==> config.mk <==
export PLATFORM = sky130hd
export DESIGN_NAME = dice_roll_sequencer
export DESIGN_NICKNAME = d
export VERILOG_FILES = /design/src/rtl/dice_roll_sequencer.sv
export SDC_FILE = /design/constraint.sdc
export NUM_CORES = 1
export LEC_CHECK = 0
export CORE_UTILIZATION = 53
export CTS_BUF_LIST = sky130_fd_sc_hd__clkbuf_8
export DETAILED_ROUTE_END_ITERATION = 7
export PLACE_DENSITY = 0.82
export SKIP_CTS_REPAIR_TIMING = 1
export SYNTH_ARGS = -nofsm -noshare
export SYNTH_HDL_FRONTEND = slang
export SYNTH_SLANG_ARGS = --single-unit
==> constraint.sdc <==
create_clock -name clk -period 2.5 [get_ports clk]
set_input_delay 0.75 -clock clk [delete_from_list [all_inputs] [get_ports clk]]
set_output_delay 0.75 -clock clk [all_outputs]
set_load 0.005 [all_outputs]
==> src/rtl/dice_roll_sequencer.sv <==
// Roll-button conditioner, dice counters and win/loss tally sitting in front of the dice-game FSM.
// Turns a raw press into a minimum-width Rb_o pulse and sequences the per-game Reset_o pulse.
module dice_roll_sequencer #(
    parameter int MIN_ROLL_CYC = 4,
    parameter int CNT_W        = 8
) (
    input  logic             clk,
    input  logic             rst,
    input  logic             btn_i,
    input  logic             new_game_i,
    input  logic             roll_i,
    input  logic             win_i,
    input  logic             lose_i,
    output logic             Rb_o,
    output logic             Reset_o,
    output logic [3:0]       sum_o,
    output logic [2:0]       die1_o,
    output logic [2:0]       die2_o,
    output logic             game_over_o,
    output logic [CNT_W-1:0] win_cnt_o,
    output logic [CNT_W-1:0] lose_cnt_o
);

    // state   | meaning
    // IDLE    | waiting for a roll request
    // PRESS   | Rb_o high, dice advancing while roll_i
    // SETTLE  | Rb_o low, dice frozen, waiting for a result or a point roll
    // RESULT  | game over, waiting for new_game_i
    // CLEAR   | one-cycle Reset_o to the game FSM
    typedef enum logic [2:0] {
        IDLE   = 3'd0,
        PRESS  = 3'd1,
        SETTLE = 3'd2,
        RESULT = 3'd3,
        CLEAR  = 3'd4
    } state_t;

    localparam int HOLD_W = $clog2(MIN_ROLL_CYC + 1);
    localparam logic [HOLD_W-1:0] HOLD_MAX = HOLD_W'(MIN_ROLL_CYC);

    state_t            state;
    logic [HOLD_W-1:0] hold_cnt;
    logic [HOLD_W-1:0] hold_nxt;
    logic [2:0]        die1_nxt;
    logic [2:0]        die2_nxt;
    logic              press_done;

    // hold_nxt counts the current PRESS cycle, so the pulse is exactly MIN_ROLL_CYC wide on early release
    always_comb begin
        hold_nxt   = (hold_cnt == HOLD_MAX) ? hold_cnt : hold_cnt + HOLD_W'(1);
        press_done = !btn_i && (hold_nxt == HOLD_MAX);
        die1_nxt   = (die1_o == 3'd6) ? 3'd1 : die1_o + 3'd1;
        die2_nxt   = die2_o;
        if (die1_o == 3'd6) begin
            die2_nxt = (die2_o == 3'd6) ? 3'd1 : die2_o + 3'd1;
        end
    end

    assign sum_o = {1'b0, die1_o} + {1'b0, die2_o};

    always_ff @(posedge clk) begin
        if (rst) begin
            state       <= IDLE;
            hold_cnt    <= '0;
            Rb_o        <= 1'b0;
            Reset_o     <= 1'b0;
            game_over_o <= 1'b0;
            die1_o      <= 3'd1;
            die2_o      <= 3'd1;
            win_cnt_o   <= '0;
            lose_cnt_o  <= '0;
        end else begin
            case (state)
                IDLE: begin
                    if (btn_i) begin
                        state    <= PRESS;
                        hold_cnt <= '0;
                        Rb_o     <= 1'b1;
                    end
                end
                PRESS: begin
                    hold_cnt <= hold_nxt;
                    if (roll_i) begin
                        die1_o <= die1_nxt;
                        die2_o <= die2_nxt;
                    end
                    if (press_done) begin
                        state <= SETTLE;
                        Rb_o  <= 1'b0;
                    end
                end
                SETTLE: begin
                    // a result flag outranks a simultaneous point-roll request
                    if (win_i || lose_i) begin
                        state       <= RESULT;
                        game_over_o <= 1'b1;
                        if (win_i) begin
                            if (win_cnt_o != '1) win_cnt_o <= win_cnt_o + CNT_W'(1);
                        end else begin
                            if (lose_cnt_o != '1) lose_cnt_o <= lose_cnt_o + CNT_W'(1);
                        end
                    end else if (btn_i) begin
                        state    <= PRESS;
                        hold_cnt <= '0;
                        Rb_o     <= 1'b1;
                    end
                end
                RESULT: begin
                    if (new_game_i) begin
                        state       <= CLEAR;
                        game_over_o <= 1'b0;
                        Reset_o     <= 1'b1;
                        die1_o      <= 3'd1;
                        die2_o      <= 3'd1;
                    end
                end
                CLEAR: begin
                    state   <= IDLE;
                    Reset_o <= 1'b0;
                end
                default: begin
                    state       <= IDLE;
                    Rb_o        <= 1'b0;
                    Reset_o     <= 1'b0;
                    game_over_o <= 1'b0;
                end
            endcase
        end
    end

endmodule

==> results.md, run 1 <==
* Path class of the lowest-slack min-delay path: reg -> reg
* Number of nets in the finished design at 274
* Initial cell density of the core at 0.569
* Result of the run: complete, no violations
* Slew headroom at 0.557
* Post-Route Utilization at 0.765
* Cells along the critical path: ha_4 > inv_1 > fa_1 > xnor2_1 > dlymetal6s2s_1
* Cell family contributing the most delay on the critical path: adder cells
* Sort of element at the end of the critical path: primary output
* Seq/Total Area, Yosys at 0.349
* Clock-pin transition on the worst setup and hold timing paths at 0.07 ns
* Slew of the pin with the lowest slew margin at 0.662 ns
* Final cell count without fillers at 304
* Largest cells by area after synthesis: sky130_fd_sc_hd__dfxtp_1 35%, sky130_fd_sc_hd__a21oi_1 6.2%, sky130_fd_sc_hd__ha_1 4.9%
* Sequential cell area at 626 sq um
* Final setup violation count at 0
* Max rail drop VDD at 0.000417 V
* Post-synth top area share at 0.349
* Via density at 5.91
* Placed Instances at 295
* Post-synth net total at 228
* Unrepaired setup endpoints after global routing: no
* Worst-case hold slack at 0.506 ns
* Clock tree root buffer cell: sky130_fd_sc_hd__clkbuf_8
* Unique masters post-synth at 54
* Fmax at 0.438 GHz
* Gate count of the mapped netlist at 213
* Wire length of the first global-routing pass at roughly 7000 microns
* Ports placed on the boundary at 36
* HPWL after detailed placement at between 2000 and 3000 microns
* Number of buffers and inverters on the critical path at 2
* Share of final-layout standard cells stronger than drive strength 1 at 0.127
* Number of synthesized register bits at 31
* Die extent in x at 60.0 microns
* Max stage delay on crit path at 0.39 ns
* Average wire per standard cell at 14.5 microns
* Area of the core region at 3130 sq um
* Via count of the first global-routing pass at 1,601
* Row count at 20
* Fin Clk Skew at 0.00390 ns
* Minimum clock period after layout at between 2 and 2.5 ns
* Y dimension of the die at 60.0 microns
* Routability Congestion at ~0.84
* Number of max-capacitance violations reported at 0
* Layout fillers at between 200 and 250
* FFs w/ async S/R, synth at 0
* CTS max path bufs at 2
* Worst Path Arrival at 1.53 ns
* Routed Antenna Nets at 0
* Total leakage power at 0.000935 uW
* Final setup margin at between 0.2 and 0.25 ns
* Accumulated negative setup slack at 0 ns
* Number of failing hold endpoints at the final stage at 0
* Post-synth EDFFs at 0
* Total global-route track usage at 0.264
* Count of clock tree sinks at 31
* Maximum number of pins on one net before global-route repair at 33
* Latest clock arrival within the worst-skew pair at between 0.2 and 0.3 ns
* Final period utilization at 0.913
* Layout overhead on the synthesized area at 34.4%
* Detailed-router iteration count before antenna repair at 4
* Setup slack after placement at 0.0299 ns
* CTS H-tree lvls at 2
* Die Footprint at 3600 sq um
* Number of buffers added on ports at 35
* Data required time at the worst endpoint at about 1.8 ns
* Avg Synthesized Cell Area at between 8 and 9 sq um
* Predominant post-synthesis flop cell: sky130_fd_sc_hd__dfxtp_1
* Initial detailed-routing violation count at about 110
* Areal power density over the cells at 527 nW/um^2
* TritonCTS clock tree: built
* Startpoint type of the worst setup path: flip-flop
* Antenna Diode Count at 0
* Leading area contributor after synthesis: sky130_fd_sc_hd__dfxtp_1
* Largest fanout on the critical path at 2
* Initial antenna violation count at 0
* Critical path's slowest cell: sky130_fd_sc_hd__fa_1
* CTS buffer count at 5
* Cell area after synthesis at 1780 sq um
* Number of DRC violations after detailed routing at 0
* Number of warnings issued by yosys at 0
* Most common cell in the synthesized netlist: sky130_fd_sc_hd__dfxtp_1
* Post-detailed-routing wire length at approximately 4400 microns
* Max Slew Vio Count at 0
* Top cells by count, synth: 31 x sky130_fd_sc_hd__dfxtp_1, 22 x sky130_fd_sc_hd__a21oi_1, 15 x sky130_fd_sc_hd__nor2_1
* Global-route congestion overflow total at 0
* Worst setup path category: reg -> out
* Multi-input gate area at 1090 sq um
* Via count of the routed design at 1,798
-- cell usage in the layout (no fill, tap or decap), types with 3 or more instances in the layout --
| cell | Yosys | routed |
|---|---|---|
| sky130_fd_sc_hd__a21oi_1 | 22 | 22 |
| sky130_fd_sc_hd__and2_1 | 3 | 3 |
| sky130_fd_sc_hd__buf_4 | 1 | 12 |
| sky130_fd_sc_hd__clkbuf_8 | 0 | 6 |
| sky130_fd_sc_hd__clkdlybuf4s50_1 | 0 | 32 |
| sky130_fd_sc_hd__dfxtp_1 | 31 | 27 |
| sky130_fd_sc_hd__dfxtp_2 | 0 | 4 |
| sky130_fd_sc_hd__dlymetal6s2s_1 | 0 | 3 |
| sky130_fd_sc_hd__ha_1 | 7 | 6 |
| sky130_fd_sc_hd__inv_1 | 9 | 9 |
| sky130_fd_sc_hd__mux2i_1 | 5 | 5 |
| sky130_fd_sc_hd__nand2_1 | 14 | 14 |
| sky130_fd_sc_hd__nand2b_1 | 6 | 6 |
| sky130_fd_sc_hd__nand3_1 | 8 | 8 |
| sky130_fd_sc_hd__nand3b_1 | 4 | 4 |
| sky130_fd_sc_hd__nand4_1 | 5 | 5 |
| sky130_fd_sc_hd__nor2_1 | 15 | 15 |
| sky130_fd_sc_hd__nor2b_1 | 4 | 4 |
| sky130_fd_sc_hd__nor3_1 | 8 | 8 |
| sky130_fd_sc_hd__nor4b_1 | 3 | 3 |
| sky130_fd_sc_hd__o21ai_0 | 11 | 11 |
| sky130_fd_sc_hd__o41ai_1 | 3 | 3 |
| sky130_fd_sc_hd__xor2_1 | 3 | 3 |
-- power by group --
| part | leakage, uW | internal (uW) | total (uW) | switching [uW] |
|---|---|---|---|---|
| clock | 0.0000612 | 322 | 527 | 204 |
| combinational | 0.000623 | 108 | 211 | 103 |
| sequential | 0.000251 | 509 | 524 | 14.6 |
| total | 0.000935 | 939 | 1260 | 321 |
-- layer usage --
layer | global-route usage | wire, microns | share of wire | vias up
met3 | 0.0541 | 173 | 0.039 | 13
met5 | 0 | 0 | 0 | -
met4 | 0.173 | 119 | 0.027 | 0
li1 | - | - | - | 881
met1 | 0.312 | 1960 | 0.44 | 856
met2 | 0.432 | 2160 | 0.49 | 48
-- cells by family after synthesis --
logic type,share of synthesized area
adder cells (fa/ha/maj),0.0604
flip-flops,0.349
XOR/XNOR,0.0197
multiplexers,0.0408
AND/OR/NAND/NOR,0.273
buffers and inverters,0.0443
AO/OA/AOI/OAI,0.213
-- cell type report --
| type | instances | area share |
|---|---|---|
| clock buffer | 6 | 0.0345 |
| clock inverter | 2 | 0.0146 |
| inverter | 9 | 0.0141 |
| multi-input combinational | 164 | 0.457 |
| sequential | 31 | 0.261 |
| tap | 44 | 0.0230 |
| timing repair buffer | 48 | 0.196 |
-- worst reg2reg max path, cell delays in order, from the launching register on --
cell and delay (ns):
sky130_fd_sc_hd__dfxtp_1 0.33, sky130_fd_sc_hd__or3b_1 0.42, sky130_fd_sc_hd__or2_4 0.32, sky130_fd_sc_hd__nor4b_1 0.34, sky130_fd_sc_hd__mux2_2 0.37
-- state kept, by name, summed over array words and instances, names as in the netlist --
| register | cells |
|---|---|
| hold_cnt | 3 |
| Reset_o | 1 |
| die2_o | 3 |
| win_cnt_o | 8 |
| lose_cnt_o | 8 |
| game_over_o | 1 |
| die1_o | 3 |
| state | 3 |
| Rb_o | 1 |
-- metrics by stage --
| step | area, sq um | power [uW] |
|---|---|---|
| 3_3_place_gp | 2240 | 734 |
| 4_1_cts | 2360 | 1260 |
| 2_1_floorplan | 1780 | 644 |
| 3_5_place_dp | 2240 | 738 |
| 5_1_grt | 2390 | 1300 |
| 6_report | 2390 | 1260 |
-- worst paths after layout --
path | slack, ns | end | cells after the start | from
hold reg to reg | 0.51 | die1_o[1]$_SDFFE_PP0P_ | 2 | die1_o[1]$_SDFFE_PP0P_
hold / removal | 0.51 | die1_o[1]$_SDFFE_PP0P_ | 2 | die1_o[1]$_SDFFE_PP0P_
setup reg to reg | 0.61 | lose_cnt_o[7]$_SDFFE_PP0P_ | 4 | state[0]$_SDFFE_PP0P_
setup / recovery | 0.22 | sum_o[2] | 5 | die1_o[0]$_SDFFE_PP1P_
Note: power is estimated with default switching activity, not from simulation.
==> run 2, diff against run 1 <==
Settings changed: CORE_MARGIN set to 3.
==> run 2 against run 1 <==
Net effect: core utilization is 0.72 points lower; clock skew up 0.0011 ns; clock power is 3% lower; critical endpoint is now sum_o[3]; total power down 1.8%; global-route usage decreased by 4.1 points; routed wire length decreased by 4.6%; clock-buffer cell count unchanged; via count is 3.9% lower; die area up 14%; first-iteration DRC count is 14% lower; flip-flop and latch count did not move; sequential share of layout area is 0.14 points higher.
==> results.md, run 2 (synthesis results as in run 1) <==
* Sort of element at the end of the critical path: primary output
* Minimum clock period after layout at between 2 and 2.5 ns
* Share of final-layout standard cells stronger than drive strength 1 at 0.116
* Total global-route track usage at 0.223
* Initial antenna violation count at 0
* Worst setup path category: reg -> out
* Number of max-capacitance violations reported at 0
* Wire length of the first global-routing pass at roughly 7400 microns
* Number of nets in the finished design at 273
* Unrepaired setup endpoints after global routing: no
* Maximum number of pins on one net before global-route repair at 19
* CTS buffer count at 5
* Global-route congestion overflow total at 0
* Slew headroom at 0.580
* Post-detailed-routing wire length at 4210 microns
* Total leakage power at 0.000926 uW
* HPWL after detailed placement at 2900 microns
* Clock tree root buffer cell: sky130_fd_sc_hd__clkbuf_8
* Worst Path Arrival at about 1.5 ns
* Count of clock tree sinks at 31
* Number of buffers added on ports at 35
* Via density at 5.70
* Max rail drop VDD at 0.000371 V
* Startpoint type of the worst setup path: flip-flop
* CTS max path bufs at 2
* R2R depth at 4
* Routed Antenna Nets at 0
* Number of failing hold endpoints at the final stage at 0
* Via count of the first global-routing pass at 1,598
* Launching point of the worst reg2reg path: state[0]$_SDFFE_PP0P_
* Areal power density over the cells at 522 nW/um^2
* Via count of the routed design at roughly 1,700
* Path class of the lowest-slack min-delay path: reg -> reg
* Area of the core region at around 3100 sq um
* Slew of the pin with the lowest slew margin at around 0.63 ns
* Row count at 20
* Fin Clk Skew at ~0.005 ns
* Clock-pin transition on the worst setup and hold timing paths at 0.06 ns
* Detailed-router iteration count before antenna repair at 4
* Die extent in x at around 64 microns
* Max Slew Vio Count at 0
* Layout overhead on the synthesized area at 33.2%
* Routability Congestion at 0.837
* Die Footprint at 4090 sq um
* Largest registers ranked by flip-flop count: lose_cnt_o: 8 flops, win_cnt_o: 8 flops
* Final period utilization at 0.904
* Post-Route Utilization at 0.758
* Fmax at 0.442 GHz
* Most common cell after layout, fill and taps aside: sky130_fd_sc_hd__clkdlybuf4s50_1
* R2R Path End: lose_cnt_o[7]$_SDFFE_PP0P_
* Data required time at the worst endpoint at 1.75 ns
* Result of the run: complete, no violations
* Initial cell density of the core at 0.569
* Antenna Diode Count at 0
* Worst-case hold slack at between 0.5 and 0.6 ns
* Latest clock arrival within the worst-skew pair at 0.28 ns
* Initial detailed-routing violation count at 96
* Commonest cells after routing, fill and taps aside: 32 x sky130_fd_sc_hd__clkdlybuf4s50_1, 29 x sky130_fd_sc_hd__dfxtp_1, 22 x sky130_fd_sc_hd__a21oi_1
* CTS H-tree lvls at 2
* TritonCTS clock tree: built
* Startpoint of the most critical hold path: game_over_o$_SDFFE_PP0P_
* Average wire per standard cell at 13.9 microns
* Hold path endpoint: game_over_o$_SDFFE_PP0P_
* Ports placed on the boundary at 36
* Worst hold stages at 2
* Number of DRC violations after detailed routing at 0
* Final setup violation count at 0
* Reg-to-reg slack, setup at 0.68 ns
* Y dimension of the die at 64.0 microns
* Largest fanout on the critical path at 4
## run 2: changes by cell type in the layout (fill, tap and decap cells not counted), sizes merged
cell  change
buf       -1
## run 2: power breakdown
part           leakage (uW)  internal (uW)  total, uW  switching [uW]
combinational      0.000615            102        205             103
clock             0.0000612            322        511             189
sequential         0.000250            509        522            13.3
total              0.000926            933       1240             305
## run 2: layer usage
metal / part of all wire / wire length [microns] / vias to the layer above / global-route usage
met5: 0 / 0 / - / 0
met4: 0.0059 / 25 / 0 / 0.0674
met3: 0.033 / 137 / 4 / 0.0545
met2: 0.49 / 2050 / 39 / 0.368
met1: 0.48 / 2000 / 805 / 0.285
li1: - / - / 880 / -
## run 2: critical path: stages (launching register included)
cell                             delay (ns)
sky130_fd_sc_hd__dfxtp_1               0.32
sky130_fd_sc_hd__buf_4                 0.15
sky130_fd_sc_hd__ha_1                  0.29
sky130_fd_sc_hd__a21o_1                0.16
sky130_fd_sc_hd__a21o_1                0.17
sky130_fd_sc_hd__dlymetal6s2s_1        0.15
## run 2: layout make-up
class	count	area (sq um)
multi-input cells	164	1090
fillers	261	757
flip-flops and latches	31	623
repair buffers	47	448
clock buffers	6	82.6
well taps	44	55.1
clock inverters	2	35.0
inverters	9	33.8
## run 2: worst max path at each step
stage                      startpoint                         end  slack, ns
2_1_floorplan  die1_o[0]$_SDFFE_PP1P_                    sum_o[2]       0.54
3_3_place_gp                    win_i  lose_cnt_o[7]$_SDFFE_PP0P_       0.08
3_5_place_dp                    win_i  lose_cnt_o[7]$_SDFFE_PP0P_       0.07
4_1_cts        die2_o[0]$_SDFFE_PP1P_                    sum_o[2]      -0.19
5_1_grt        die1_o[0]$_SDFFE_PP1P_                    sum_o[2]       0.16
6_report       die1_o[1]$_SDFFE_PP0P_                    sum_o[3]       0.24
## run 2: stage by stage
step	std cells	setup slack, ns	area [sq um]	TNS [ns]	power [uW]
after floorplan	213	0.536	1780	0	644
after detailed placement	295	0.0694	2230	0	732
final	303	0.239	2370	0	1240
after global routing	303	0.164	2370	0	1300
after global placement	295	0.0796	2230	0	728
after CTS	303	-0.190	2350	-0.387	1250
==> RTL edit 1 (settings of run 2) <==
Register the output `sum_o`, cleared by the reset; this adds one clock of latency there. The other outputs are not delayed to match.
--- a/src/rtl/dice_roll_sequencer.sv
+++ b/src/rtl/dice_roll_sequencer.sv
@@ -56,7 +56,13 @@
         end
     end
 
-    assign sum_o = {1'b0, die1_o} + {1'b0, die2_o};
+    always_ff @(posedge clk) begin
+        if (rst) begin
+            sum_o <= '0;
+        end else begin
+            sum_o <= {1'b0, die1_o} + {1'b0, die2_o};
+        end
+    end
 
     always_ff @(posedge clk) begin
         if (rst) begin
Formal check against the unedited RTL: not equivalent (Yosys sat finds a counterexample within 4 cycles, from zero or initial values and one cycle with rst high).
==> RTL edit 1 against run 2 <==
Clock power rose by 3%. Routed wire length fell by 4.0%. Setup slack improved by 150 ps. Worst hold slack worse by 37 ps. Sequential cell count increased by 4. Design area up 0.63%. Fmax up 7.0%. Total power increased by 9.4%. Count of clock-buffer cells in the layout did not move. Global-route usage fell by 1.7 points. Clock skew fell by 1.1 ps. Area after synthesis grew 5.3%.
==> RTL edit 1: results (changes against run 2) <==
{
  "yosys": {
    "synth_cell_types": {"value": 55, "change": "+1.9%"},
    "synth.top_cells.by_area": "dfxtp_1, nor2_1, a21oi_1",
    "netlist_instances": {"value": 216, "change": "+1.4%"},
    "synth_sequential_area_ratio": {"value": 37.4, "unit": "%", "change": "+2.5 points"}
  },
  "timing": {
    "slew_headroom": {"value": 68.2, "unit": "%", "change": "+10 points"},
    "finalClockSkew": {"value": 3.96, "unit": "ps", "change": "-1.06 ps"}
  },
  "critical_path": {
    "regToRegSetupSlack": {"value": 630, "unit": "ps", "change": "-50 ps"},
    "worst_r2r_startpoint": "hold_cnt[0]",
    "crit_fanout": {"value": 10, "change": "+6"},
    "reg2reg_depth": {"value": 6, "change": "+2"},
    "timing.critical_path.max_delay_family": "buffers and inverters",
    "end_of_the_worst_register_to_register_path": "state[1]",
    "cp_slowest_cell": "clkdlybuf4s50_1",
    "largest_incremental_delay_on_the_critical_path": {"value": 570, "unit": "ps", "change": "+250 ps"}
  },
  "power_and_ir_drop": {
    "p_leak": {"value": 0.857, "unit": "nW", "change": "-7.5%"},
    "power_switching": {"value": 343, "unit": "uW", "change": "+12%"},
    "vdd.ir_drop.worst": {"value": 0.441, "unit": "mV", "change": "+19%"}
  },
  "floorplan": {
    "die_width": {"value": 65.5, "unit": "microns", "change": "+2.4%"}
  },
  "routing": {
    "num_vias": {"value": 1716, "change": "-0.69%"},
    "met1Wirelength": {"value": 1840, "unit": "microns", "change": "-7.9%"},
    "vias_per_cell": {"value": 5.78, "change": "+1.3%"},
    "detail_route.iter0.violations": {"value": 133, "change": "+39%"},
    "met3_length": {"value": 228, "unit": "microns", "change": "+66%"},
    "wl_met2": {"value": 1930, "unit": "microns", "change": "-5.9%"}
  },
  "place": {
    "placed_cells_incl_taps": {"value": 289, "change": "-2.0%"},
    "post-dp-hpwl": {"value": 2790, "unit": "microns", "change": "-3.8%"},
    "finalWeightedCongestion": {"value": 0.792, "change": "-5.3%"}
  },
  "global_routing": {
    "global_route.usage.total": {"value": 20.6, "unit": "%", "change": "-1.7 points"},
    "grt_max_degree": {"value": 37, "change": "+18"},
    "grt_use_met2": {"value": 35.0, "unit": "%", "change": "-1.8 points"},
    "gr-usage-met1": {"value": 24.7, "unit": "%", "change": "-3.8 points"}
  },
  "outcome": {
    "outcome": "finished clean"
  },
  "layout": {
    "post_route_cells_drive_above_1_share": {"value": 9.88, "unit": "%", "change": "-1.7 points"}
  }
}
-- RTL edit 1: how the worst max path moves through the flow --
stage / start / endpoint / slack, ps / cells past startpoint
floorplan: win_i / lose_cnt_o[5] / 760 / 4
global placement: win_i / lose_cnt_o[5] / 180 / 5
detailed placement: win_i / lose_cnt_o[5] / 100 / 5
CTS: die1_o[0] / die1_o[0] / 370 / 1
global route: die1_o[0] / die1_o[0] / 300 / 1
finish: die1_o[0] / die1_o[0] / 390 / 1
-- RTL edit 1: final cells by class --
class | instances | area (sq um)
Fill cell | 254 | 817
Clock buffer | 6 | 82.6
Timing Repair Buffer | 37 | 378
Sequential cell | 35 | 701
Clock inverter | 2 | 35.0
Inverter | 9 | 33.8
Multi-Input combinational cell | 164 | 1100
Tap cell | 44 | 55.1
-- RTL edit 1: cells by family (layout without fill, tap and decap cells) --
logic type | Yosys count | count (layout) | synth area share (%)
flip-flops | 35 | 35 | 37.4
buffers and inverters | 17 | 54 | 3.94
adder cells (fa/ha/maj) | 8 | 8 | 5.74
multiplexers | 5 | 5 | 2.67
AND/OR/NAND/NOR | 89 | 89 | 26.8
AO/OA/AOI/OAI | 55 | 55 | 20.2
XOR/XNOR | 7 | 7 | 3.27
-- RTL edit 1: metrics by stage --
| step | power, mW | setup WS [ps] | hold slack (ps) | utilization [%] | cell area, sq um |
|---|---|---|---|---|---|
| after CTS | 1.36 | 369 | 489 | 74.5 | 2390 |
| after global routing | 1.42 | 300 | 498 | 74.5 | 2390 |
| after detailed placement | 0.840 | 97.6 | 475 | 70.8 | 2270 |
| final | 1.35 | 388 | 488 | 74.5 | 2390 |
| after floorplan | 0.765 | 759 | 470 | - | 1880 |
| after global placement | 0.834 | 178 | 487 | 70.8 | 2270 |
==> RTL edit 2 (flow settings as in run 2) <==
Without the edit above. Set the parameter `MIN_ROLL_CYC` to 8 (it was 4).
--- a/src/rtl/dice_roll_sequencer.sv
+++ b/src/rtl/dice_roll_sequencer.sv
@@ -1,7 +1,7 @@
 // Roll-button conditioner, dice counters and win/loss tally sitting in front of the dice-game FSM.
 // Turns a raw press into a minimum-width Rb_o pulse and sequences the per-game Reset_o pulse.
 module dice_roll_sequencer #(
-    parameter int MIN_ROLL_CYC = 4,
+    parameter int MIN_ROLL_CYC = 8,
     parameter int CNT_W        = 8
 ) (
     input  logic             clk,
Behaviour: not the same (a bounded check fails within 10 cycles, from zero or initial values and one cycle with rst high).
==> RTL edit 2 against run 2 <==
Sequential share of layout area is 2.0 points higher. Total power is 16% lower. Area after synthesis is 2.2% lower. Critical endpoint is now sum_o[2]. Clock skew is 0.91 ps higher. Routed wire length is 10% lower. Setup slack worse by 58 ps. Design area is 3.6% lower. Register-to-register slack worse by 240 ps. Sequential cell count is 1 higher.
==> RTL edit 2: results (changes against run 2) <==
{
  "outcome": {
    "outcome": "finished clean"
  },
  "critical_path": {
    "cp_slowest_cell": "fa_1",
    "worst_path_arrival_time": {"value": 1570, "unit": "ps", "change": "+60 ps"},
    "largest_incremental_delay_on_the_critical_path": {"value": 380, "unit": "ps", "change": "+60 ps"},
    "reg2reg_depth": {"value": 7, "change": "+3"},
    "critPathCapture": "sum_o[2]",
    "worst_r2r_startpoint": "hold_cnt[0]",
    "crit_fanout": {"value": 2, "change": "-2"},
    "regToRegSetupSlack": {"value": 440, "unit": "ps", "change": "-240 ps"},
    "timing.critical_path.max_delay_family": "adder cells"
  },
  "yosys": {
    "post-synth-top-count-cell": "nor2_1",
    "synth.avg_cell_area": {"value": 8.41, "unit": "sq um", "change": "+0.58%"},
    "synth_adder_area_share": {"value": 6.18, "unit": "%", "change": "+0.14 points"},
    "leading_cell_types_by_count_after_synthesis": "nor2_1, dfxtp_1, nand2_1, a21oi_1, inv_1",
    "synth_sequential_area_ratio": {"value": 36.8, "unit": "%", "change": "+2.0 points"},
    "post_synth_xor_area_fraction": {"value": 7.05, "unit": "%", "change": "+5.1 points"},
    "synth.top_cells.by_area": "dfxtp_1, nor2_1, ha_1",
    "synth_compound_gate_area_share": {"value": 15.7, "unit": "%", "change": "-5.5 points"},
    "synth_mux_area_share": {"value": 2.37, "unit": "%", "change": "-1.7 points"},
    "syn_nets": {"value": 222, "change": "-2.6%"}
  },
  "hold_path": {
    "min_delay_worst_endpoint": "Reset_o",
    "timing.hold.worst.start": "Reset_o"
  },
  "place": {
    "finalWeightedCongestion": {"value": 0.784, "change": "-6.3%"},
    "pre_cts_slack": {"value": 39.6, "unit": "ps", "change": "-29.7 ps"},
    "port_buffers": {"value": 35, "change": "unchanged"},
    "post-dp-hpwl": {"value": 2740, "unit": "microns", "change": "-5.4%"}
  },
  "power_and_ir_drop": {
    "seq_power_share": {"value": 50.6, "unit": "%", "change": "+8.4 points"},
    "clockNetworkPower": {"value": 407, "unit": "uW", "change": "-20%"},
    "clock_power_share": {"value": 39.0, "unit": "%", "change": "-2.3 points"},
    "power_switching": {"value": 254, "unit": "uW", "change": "-17%"}
  },
  "global_routing": {
    "global_route.usage.total": {"value": 20.8, "unit": "%", "change": "-1.5 points"},
    "grt_max_degree": {"value": 17, "change": "-2"}
  },
  "routing": {
    "detail_route.iter0.violations": {"value": 107, "change": "+11%"},
    "wirelength_per_cell": {"value": 12.8, "unit": "microns", "change": "-7.8%"},
    "vias_per_cell": {"value": 5.36, "change": "-6.0%"}
  },
  "timing": {
    "finalClockSkew": {"value": 5.93, "unit": "ps", "change": "+0.905 ps"},
    "highest_clock_rate": {"value": 431, "unit": "MHz", "change": "-2.5%"},
    "slew_headroom": {"value": 73.0, "unit": "%", "change": "+15 points"}
  },
  "layout": {
    "post_route_cells_drive_above_1_share": {"value": 11.1, "unit": "%", "change": "-0.47 points"},
    "layout.nets": {"value": 266, "change": "-2.6%"},
    "reg_top3": "lose_cnt_o (8), win_cnt_o (8), hold_cnt (4)",
    "finish.instance_area": {"value": 2290, "unit": "sq um", "change": "-3.6%"}
  }
}
RTL edit 2: cell types whose count changed after synthesis, sizes merged, moves of 3 or more:
| cell | run 2 | this run |
|---|---|---|
| o41ai | 3 | 0 |
| nand2b | 6 | 2 |
| a21oi | 22 | 14 |
| xor2 | 3 | 7 |
| o21ai | 11 | 6 |
| and2 | 3 | 0 |
| nand4 | 5 | 2 |
| and3 | 1 | 4 |
| nor2 | 15 | 37 |
| nand3b | 4 | 1 |
| xnor2 | 1 | 7 |
| buf | 5 | 1 |
RTL edit 2: area by class of cell:
class / instances / area share (%)
clock buffer: 6 / 3.61
clock inverter: 2 / 0.328
inverter: 10 / 1.64
multi-input combinational: 159 / 45.4
sequential: 32 / 28.3
tap: 44 / 2.41
timing repair buffer: 43 / 18.3
RTL edit 2: layer usage:
metal	share of wire [%]	up-vias	routed length, microns	track usage [%]
met5	0	-	0	0
met4	1.6	0	60	9.97
met3	3.5	7	133	5.35
met2	47	33	1770	32.3
met1	48	728	1820	26.7
li1	-	819	-	-
